--- src/rtl/sensor_cmd_dispatcher_pkg.sv ---
// Shared definitions for the sensor command dispatcher and the sensor controllers it drives.
package sensor_cmd_dispatcher_pkg;

    localparam int unsigned CmdWidth   = 4;
    localparam int unsigned AddrWidth  = 5;
    localparam int unsigned NumSensors = 8;
    localparam int unsigned SelWidth   = 3;

    typedef enum logic [1:0] {
        StIdle     = 2'd0,
        StWaitAddr = 2'd1,
        StDispatch = 2'd2
    } state_e;

    // Command codes understood by the sensor controllers.
    typedef enum logic [CmdWidth-1:0] {
        CmdNop       = 4'h0,
        CmdReadTemp  = 4'h1,
        CmdReadHumid = 4'h2,
        CmdReadPress = 4'h3,
        CmdCalibrate = 4'h4,
        CmdReset     = 4'h5,
        CmdSleep     = 4'h6,
        CmdWake      = 4'h7
    } cmd_code_e;

    function automatic logic [NumSensors-1:0] sensor_onehot(input logic [SelWidth-1:0] idx);
        logic [NumSensors-1:0] sel;
        sel      = '0;
        sel[idx] = 1'b1;
        return sel;
    endfunction

endpackage

--- src/rtl/cmd_timeout_counter.sv ---
// Inter-byte timeout counter: counts enabled cycles, expired when it reaches TIMEOUT_CYCLES-1.
module cmd_timeout_counter #(
    parameter int unsigned TIMEOUT_CYCLES = 50_000_000
) (
    input  logic clk,
    input  logic rst_n,
    input  logic clear,
    input  logic enable,
    output logic expired
);

    localparam int unsigned CntWidth = (TIMEOUT_CYCLES > 1) ? $clog2(TIMEOUT_CYCLES) : 1;

    logic [CntWidth-1:0] count_q, count_d;

    assign expired = (count_q == CntWidth'(TIMEOUT_CYCLES - 1));

    always_comb begin
        count_d = count_q;
        if (clear) begin
            count_d = '0;
        end else if (enable && !expired) begin
            count_d = count_q + CntWidth'(1);
        end
    end

    always_ff @(posedge clk or negedge rst_n) begin
        if (!rst_n) begin
            count_q <= '0;
        end else begin
            count_q <= count_d;
        end
    end

endmodule

--- src/rtl/sensor_cmd_dispatcher.sv ---
// Decodes two-byte host frames (command, address) and hands the command to one sensor controller.
module sensor_cmd_dispatcher
    import sensor_cmd_dispatcher_pkg::*;
#(
    parameter int unsigned TIMEOUT_CYCLES = 50_000_000,
    parameter int unsigned NUM_SENSORS    = 8
) (
    input  logic                   clk,
    input  logic                   rst_n,
    input  logic [7:0]             rx_data,
    input  logic                   rx_done,
    input  logic [NUM_SENSORS-1:0] cmd_ack,
    output logic [CmdWidth-1:0]    cmd_out,
    output logic [AddrWidth-1:0]   addr_out,
    output logic [NUM_SENSORS-1:0] cmd_valid,
    output logic                   cmd_error,
    output logic                   overrun,
    output logic                   busy
);

    state_e                 state_q, state_d;
    logic [CmdWidth-1:0]    cmd_q, cmd_d;
    logic [AddrWidth-1:0]   addr_q, addr_d;
    logic [NUM_SENSORS-1:0] valid_q, valid_d;
    logic                   err_q, err_d;
    logic                   ovr_q, ovr_d;
    logic                   expired;

    // Timer only runs while waiting for the address byte; any other state holds it at zero.
    cmd_timeout_counter #(
        .TIMEOUT_CYCLES(TIMEOUT_CYCLES)
    ) u_timeout (
        .clk    (clk),
        .rst_n  (rst_n),
        .clear  (state_q != StWaitAddr),
        .enable ((state_q == StWaitAddr) && !rx_done),
        .expired(expired)
    );

    always_comb begin
        state_d = state_q;
        cmd_d   = cmd_q;
        addr_d  = addr_q;
        valid_d = valid_q;
        err_d   = 1'b0;
        ovr_d   = 1'b0;
        unique case (state_q)
            StIdle: begin
                if (rx_done) begin
                    if (rx_data[7:4] == 4'h0) begin
                        cmd_d   = rx_data[CmdWidth-1:0];
                        state_d = StWaitAddr;
                    end else begin
                        err_d = 1'b1;
                    end
                end
            end
            StWaitAddr: begin
                // A byte arriving on the expiry cycle wins over the timeout.
                if (rx_done) begin
                    if (rx_data[7:3] == 5'h00) begin
                        addr_d  = rx_data[AddrWidth-1:0];
                        valid_d = sensor_onehot(rx_data[SelWidth-1:0]);
                        state_d = StDispatch;
                    end else begin
                        err_d   = 1'b1;
                        state_d = StIdle;
                    end
                end else if (expired) begin
                    err_d   = 1'b1;
                    state_d = StIdle;
                end
            end
            StDispatch: begin
                if (cmd_ack[addr_q[SelWidth-1:0]]) begin
                    valid_d = '0;
                    state_d = StIdle;
                end
                if (rx_done) begin
                    ovr_d = 1'b1;
                end
            end
            default: begin
                state_d = StIdle;
                valid_d = '0;
            end
        endcase
    end

    always_ff @(posedge clk or negedge rst_n) begin
        if (!rst_n) begin
            state_q <= StIdle;
            cmd_q   <= '0;
            addr_q  <= '0;
            valid_q <= '0;
            err_q   <= 1'b0;
            ovr_q   <= 1'b0;
        end else begin
            state_q <= state_d;
            cmd_q   <= cmd_d;
            addr_q  <= addr_d;
            valid_q <= valid_d;
            err_q   <= err_d;
            ovr_q   <= ovr_d;
        end
    end

    assign cmd_out   = cmd_q;
    assign addr_out  = addr_q;
    assign cmd_valid = valid_q;
    assign cmd_error = err_q;
    assign overrun   = ovr_q;
    assign busy      = (state_q != StIdle);

endmodule

--- config.mk ---
export PLATFORM = sky130hd
export DESIGN_NAME = sensor_cmd_dispatcher
export DESIGN_NICKNAME = d
export VERILOG_FILES = /design/src/rtl/sensor_cmd_dispatcher_pkg.sv /design/src/rtl/cmd_timeout_counter.sv /design/src/rtl/sensor_cmd_dispatcher.sv
export SDC_FILE = /design/constraint.sdc
export NUM_CORES = 1
export LEC_CHECK = 0
export BUFFER_PORTS_ARGS = -buffer_cell sky130_fd_sc_hd__buf_2
export CAP_MARGIN = 20
export CELL_PAD_IN_SITES_DETAIL_PLACEMENT = 0
export CELL_PAD_IN_SITES_GLOBAL_PLACEMENT = 1
export CORE_ASPECT_RATIO = 2
export CORE_UTILIZATION = 34
export CTS_CLUSTER_SIZE = 14
export DETAILED_ROUTE_END_ITERATION = 7
export PLACE_DENSITY = 0.73
export SYNTH_ARGS = -nofsm -noshare
export SYNTH_HDL_FRONTEND = slang
export SYNTH_SLANG_ARGS = --single-unit
--- constraint.sdc ---
create_clock -name clk -period 5.7 [get_ports clk]
set_clock_uncertainty 0.1 [all_clocks]
set_input_delay 0.285 -clock clk [delete_from_list [all_inputs] [get_ports clk]]
set_output_delay 0.285 -clock clk [all_outputs]
set_load 0.03 [all_outputs]
# Word-level counts from Yosys, hierarchy flattened
# Index checks and enable logic that the tools add are counted.
# Widths: inputs -> output; s select.
[totals]
ff_bits = 47
inputBits = 19
elab_cells = 61
[classes]
add_sub_neg = 1
magnitude_cmp = 3
n_eq_ne = 10
mux = 25
bitwise = 1
reduce_logical = 14
[ops]
columns = ["op", "count"]
rows = [
  ["$mux 26", 2],
  ["$add 26x1->26 const B", 1],
  ["$eq 26x26->1 const B", 1],
  ["$mux 8", 3],
  ["$pmux 8 s3", 1],
  ["$mux 2", 6],
  ["$mux 1", 9],
  ["$lt 3x4->1 const B", 2],
  ["$ne 2x2->1 const B", 4],
  ["$reduce_and 4->1", 2],
  ["$pmux 2 s3", 1],
  ["$reduce_and 3->1", 2],
  ["$logic_not 5->1", 1],
  ["$logic_not 4->1", 1],
  ["$ne 2x1->1 const B", 2],
  ["$reduce_bool 2->1", 2],
  ["$bmux 1 s3", 1],
  ["$demux 1 s3", 1],
  ["$ge 3x1->1 const B", 1],
  ["$logic_and 1x1->1", 3],
  ["$ne 3x2->1 const B", 1],
  ["$eq 2x1->1 const B", 1],
  ["$eq 2x2->1 const B", 1],
  ["$logic_not 1->1", 2],
  ["other kinds (3)", 3],
]

# Longest topological paths before layout
[logic_depth]
ltp_word = 7
mapped_depth = 6
mapped_depth_nobuf = 5

# Hierarchy
# Synthesis repeated with hierarchy kept, for this count alone.
[unflattened]
hier_cells = 237
area_unflattened_um2 = 2431.1
[by_module_without_submodules]
columns = ["module", "instances", "cells_each", "area_each_um2"]
rows = [
  ["cmd_timeout_counter", 1, 154, 1416.4],
  ["sensor_cmd_dispatcher", 1, 83, 1014.7],
]

# Worst setup path after synthesis
# Ideal clock, no wire load.
[synth_timing]
path_kind = "register to register"
from = "reg addr_q[0], in the netlist addr_out[0]"
to = "reg valid_q[0], in the netlist cmd_valid[0]"
arrival_time_ns = 2.225
required_time_ns = 5.475
setup_slack_ns = 3.249
stages_incl_launch_ff = 6
path_buffers = 0
cell_sequence = "dfrtp_1 mux4_2 nor2b_1 or4b_4 nand2_8 mux2_4"
[synth_via]
elab_chain_cells = 4
[synth_rtl]
columns = ["item", "line_no", "source"]
rows = [
  ["from (decl)", "sensor_cmd_dispatcher.sv:23", "logic [AddrWidth-1:0] addr_q, addr_d;"],
  ["from (signal assigned)", "sensor_cmd_dispatcher.sv:101", "addr_q <= addr_d;"],
  ["$bmux 1 s3", "sensor_cmd_dispatcher.sv:75", "if (cmd_ack[addr_q[SelWidth-1:0]]) begin"],
  ["$mux 1 (not written as such)", "sensor_cmd_dispatcher.sv:75", ""],
  ["$ne 2x2->1 (no source line)", "n/a", ""],
  ["$reduce_and 4->1 (no source line)", "n/a", ""],
  ["to (signal assigned)", "sensor_cmd_dispatcher.sv:102", "valid_q <= valid_d;"],
  ["to (decl)", "sensor_cmd_dispatcher.sv:24", "logic [NUM_SENSORS-1:0] valid_q, valid_d;"],
]
# Every way passes these cells. The select of a mux whose other input is x is not followed.
# A chain may end at the register's enable or synchronous reset.

# Final worst setup path
[layout_timing]
from = "reg addr_q[0], in the netlist addr_out[0]"
to = "reg valid_q[1], in the netlist cmd_valid[1]"
# Same word-level chain as after synthesis.

==> flow_summary.ini <==
[worst_setup_path]
slowest_stage = or4b_4
crit_chain = mux4_2 > nor2b_1 > or4b_4 > nand2_8 > mux2_4
path_buf_inv = 0
required_ps = 5770
critPathMaxFanout = 8
cpLargestDelayFamily = simple AND/OR/NAND/NOR gates
worst-path-stages = 5
crit_type = reg2reg
critPathCaptureType = register
critPathArrivalTime_ps = 2380
start_kind = register
max_stage_delay_ps = 560
reg2reg_depth = 5

[timing]
fin_tns_setup_ps = 0
final-setup-viol-count = 0
fin_crit_sh = 0.405
slew_headroom = 0.540
hold_violations = 11
drv_slew = 0
fmax_mhz = 433
rsz0062_at_grt = false
period_minus_slack_ps = 2310
tightest_slew_ps = 685
hold_ws_ps = -13.8

[synth]
syn_area_sq_mm = 0.00239
syn-num-nets = 251
avgSynthCellArea_sq_um = 10.3
yosys_warnings = 0
synthArstFlopShare = 1.00
syn_inst = 231
synthFlopType = dfrtp_1
synth-edff-count = 0
synth_seq_cells = 47
synth.distinct_cells = 40
synth_sequential_area_ratio = 0.492

[power_and_ir_drop]
intPower_uw = 534
power_uw = 699
p_leak_nw = 1.24
p_clk_frac = 0.416
combPwrFrac = 0.089
p_sw_uw = 166
p_per_area_mw_per_mm2 = 249
netSwitchingFraction = 0.237
vdd_ir_drop_max_mv = 0.0941
pwr-share-seq = 0.496

[placed_design]
dp_hpwl_microns = 4030
io_buffer_count = 38
gp_congestion = 0.800

[clock_tree]
cts-resized-gates = 0
root_buffer = clkbuf_16
postCtsHoldBufs = 0
cts_sinks = 47
clk_pin_slew_ps = 60
htreeDepth = 2
cts_tree = yes
clk_latency_ps = 290
cts_made_buffers = 5
cts_setup_buffers = 0
clock_path_buffers = 2

[die]
dieArea_sq_mm = 0.00739
pin_count = 39
initial_core_util = 0.355
core_area_sq_mm = 0.00673
die_w_microns = 61.3
die_h_microns = 121
rows = 42

[layout]
nFillCells = 696
multi_input_area_sq_mm = 0.00114
nNetsFinal = 290
area_delta_synth_final_pct = 17.7
drive_gt1_frac = 0.259
diodes = 0
regArea_sq_mm = 0.00118

[route]
drtIter0Drc = 51
final_antenna_net_count = 0
via_per_inst = 5.20
drc = 0
first_pass_iters = 4
vias = 1863
routed_wl_microns = 5550
wl_per_cell_microns = 15.5

[grt]
grt.overflow.total = 0
grt_pass1_vias = 1929
grt_pass1_wl_microns = 9050
grt_antenna_before_repair = 0
track_usage = 0.169
grt_max_degree = 48
use_met2 = 0.298
grtUsageMet3 = 0.0332
top_usage_layer = met2
use_met1 = 0.175

[outcome]
violations = negative hold slack
status = complete, but fails checks

[job]
max-cap-violations = 0

[min_path]
hold_class = in2async
==> flip-flops by register name, indices dropped and copies added, names as in the netlist <==
signal and count:
addr_out 5, cmd_error 1, cmd_out 4, cmd_valid 8, overrun 1, state_q 2, u_timeout.count_q 26
==> synth_stat cells (all sizes together), types with 3 or more instances <==
master | instances | share of area
nor2 | 19 | 0.030
o21ai | 12 | 0.025
nand2 | 15 | 0.030
a21oi | 14 | 0.029
nor3 | 7 | 0.015
nand3 | 11 | 0.023
clkbuf | 8 | 0.013
and3 | 5 | 0.013
or3 | 11 | 0.029
dfrtp | 47 | 0.49
mux2 | 15 | 0.083
nor3b | 3 | 0.0094
xor2 | 8 | 0.029
or4 | 4 | 0.013
nor4 | 3 | 0.0079
xnor2 | 5 | 0.018
inv | 5 | 0.0079
nand4 | 13 | 0.034
==> cell type report <==
| cell class | instances | share of cell area |
|---|---|---|
| Clock inverter | 1 | 0.00178 |
| Clock buffer | 6 | 0.0494 |
| Timing Repair Buffer | 42 | 0.0783 |
| Multi-Input combinational cell | 169 | 0.407 |
| Tap cell | 88 | 0.0391 |
| Sequential cell | 47 | 0.418 |
| Inverter | 5 | 0.00667 |
==> worst register-to-register path, delay by kind of cell, from the launching register on <==
| family | cells | cell delay, ps |
|---|---|---|
| DFF | 1 | 440 |
| muxes | 2 | 820 |
| and+or+nand+nor | 3 | 830 |
==> through the flow <==
stage	worst slack [ps]	cells	hold WS, ps	utilization	instance area (sq um)
2_1_floorplan	3250	231	-111	-	2390
3_3_place_gp	3400	351	324	0.397	2670
3_5_place_dp	3380	351	332	0.397	2670
4_1_cts	3370	358	20.8	0.418	2810
5_1_grt	3290	358	33.3	0.418	2810
6_report	3390	358	-13.8	0.418	2810
==> placed cells by master, fill, tap and decap left out, drive strengths merged, types with 2 or more instances in the layout <==
| cell type | instances |
|---|---|
| or4 | 4 |
| nor4bb | 2 |
| buf | 42 |
| and2 | 2 |
| xor2 | 8 |
| nor3b | 3 |
| o31ai | 2 |
| nor3 | 7 |
| mux2 | 15 |
| nor4 | 3 |
| nor4b | 2 |
| nor2 | 19 |
| clkbuf | 6 |
| and3 | 5 |
| nand3 | 11 |
| nand2 | 15 |
| nor2b | 2 |
| nand2b | 2 |
| inv | 5 |
| or3 | 11 |
| xnor2 | 5 |
| a21oi | 14 |
| nand4 | 13 |
| mux2i | 2 |
| dfrtp | 47 |
| o21ai | 12 |
==> cells by family after synthesis <==
kind of cell,count (synthesis),synth area share
and+or+nand+nor,105,0.251
adders and majority gates,1,0.00523
muxes,18,0.101
xor gates and xnor gates,13,0.0476
buffers and inverters,15,0.0288
DFF,47,0.492
AOI/OAI and AO/OA,32,0.0743
==> worst paths after layout <==
check                                                     to                    start  slack [ps]
setup / recovery                    cmd_valid[1]$_DFFE_PN0P_  addr_out[0]$_DFFE_PN0P_        3390
hold / removal             u_timeout.count_q[13]$_DFFE_PN0P_                    rst_n         -10
setup reg to reg                    cmd_valid[1]$_DFFE_PN0P_  addr_out[0]$_DFFE_PN0P_        3390
hold reg to reg                      addr_out[3]$_DFFE_PN0P_  addr_out[3]$_DFFE_PN0P_         390
max in group asynchronous   u_timeout.count_q[9]$_DFFE_PN0P_                    rst_n        5080
min in group clk                         cmd_error$_DFF_PN0_                  rx_done         140
==> layer usage <==
metal / vias up / routed length [microns]
li1: 912 / -
met1: 900 / 2160
met2: 40 / 3030
met3: 11 / 183
met4: 0 / 176
met5: - / 0
==> power groups by stage <==
stage | Sequential (mW) | Combinational [mW] | Clock, mW
after floorplan | 0.368 | 0.0197 | 0
after global placement | 0.353 | 0.0624 | 0
after detailed placement | 0.353 | 0.0636 | 0
after CTS | 0.347 | 0.0637 | 0.304
after global routing | 0.348 | 0.0678 | 0.315
final | 0.347 | 0.0620 | 0.291
(Power assumes the default switching activity.)
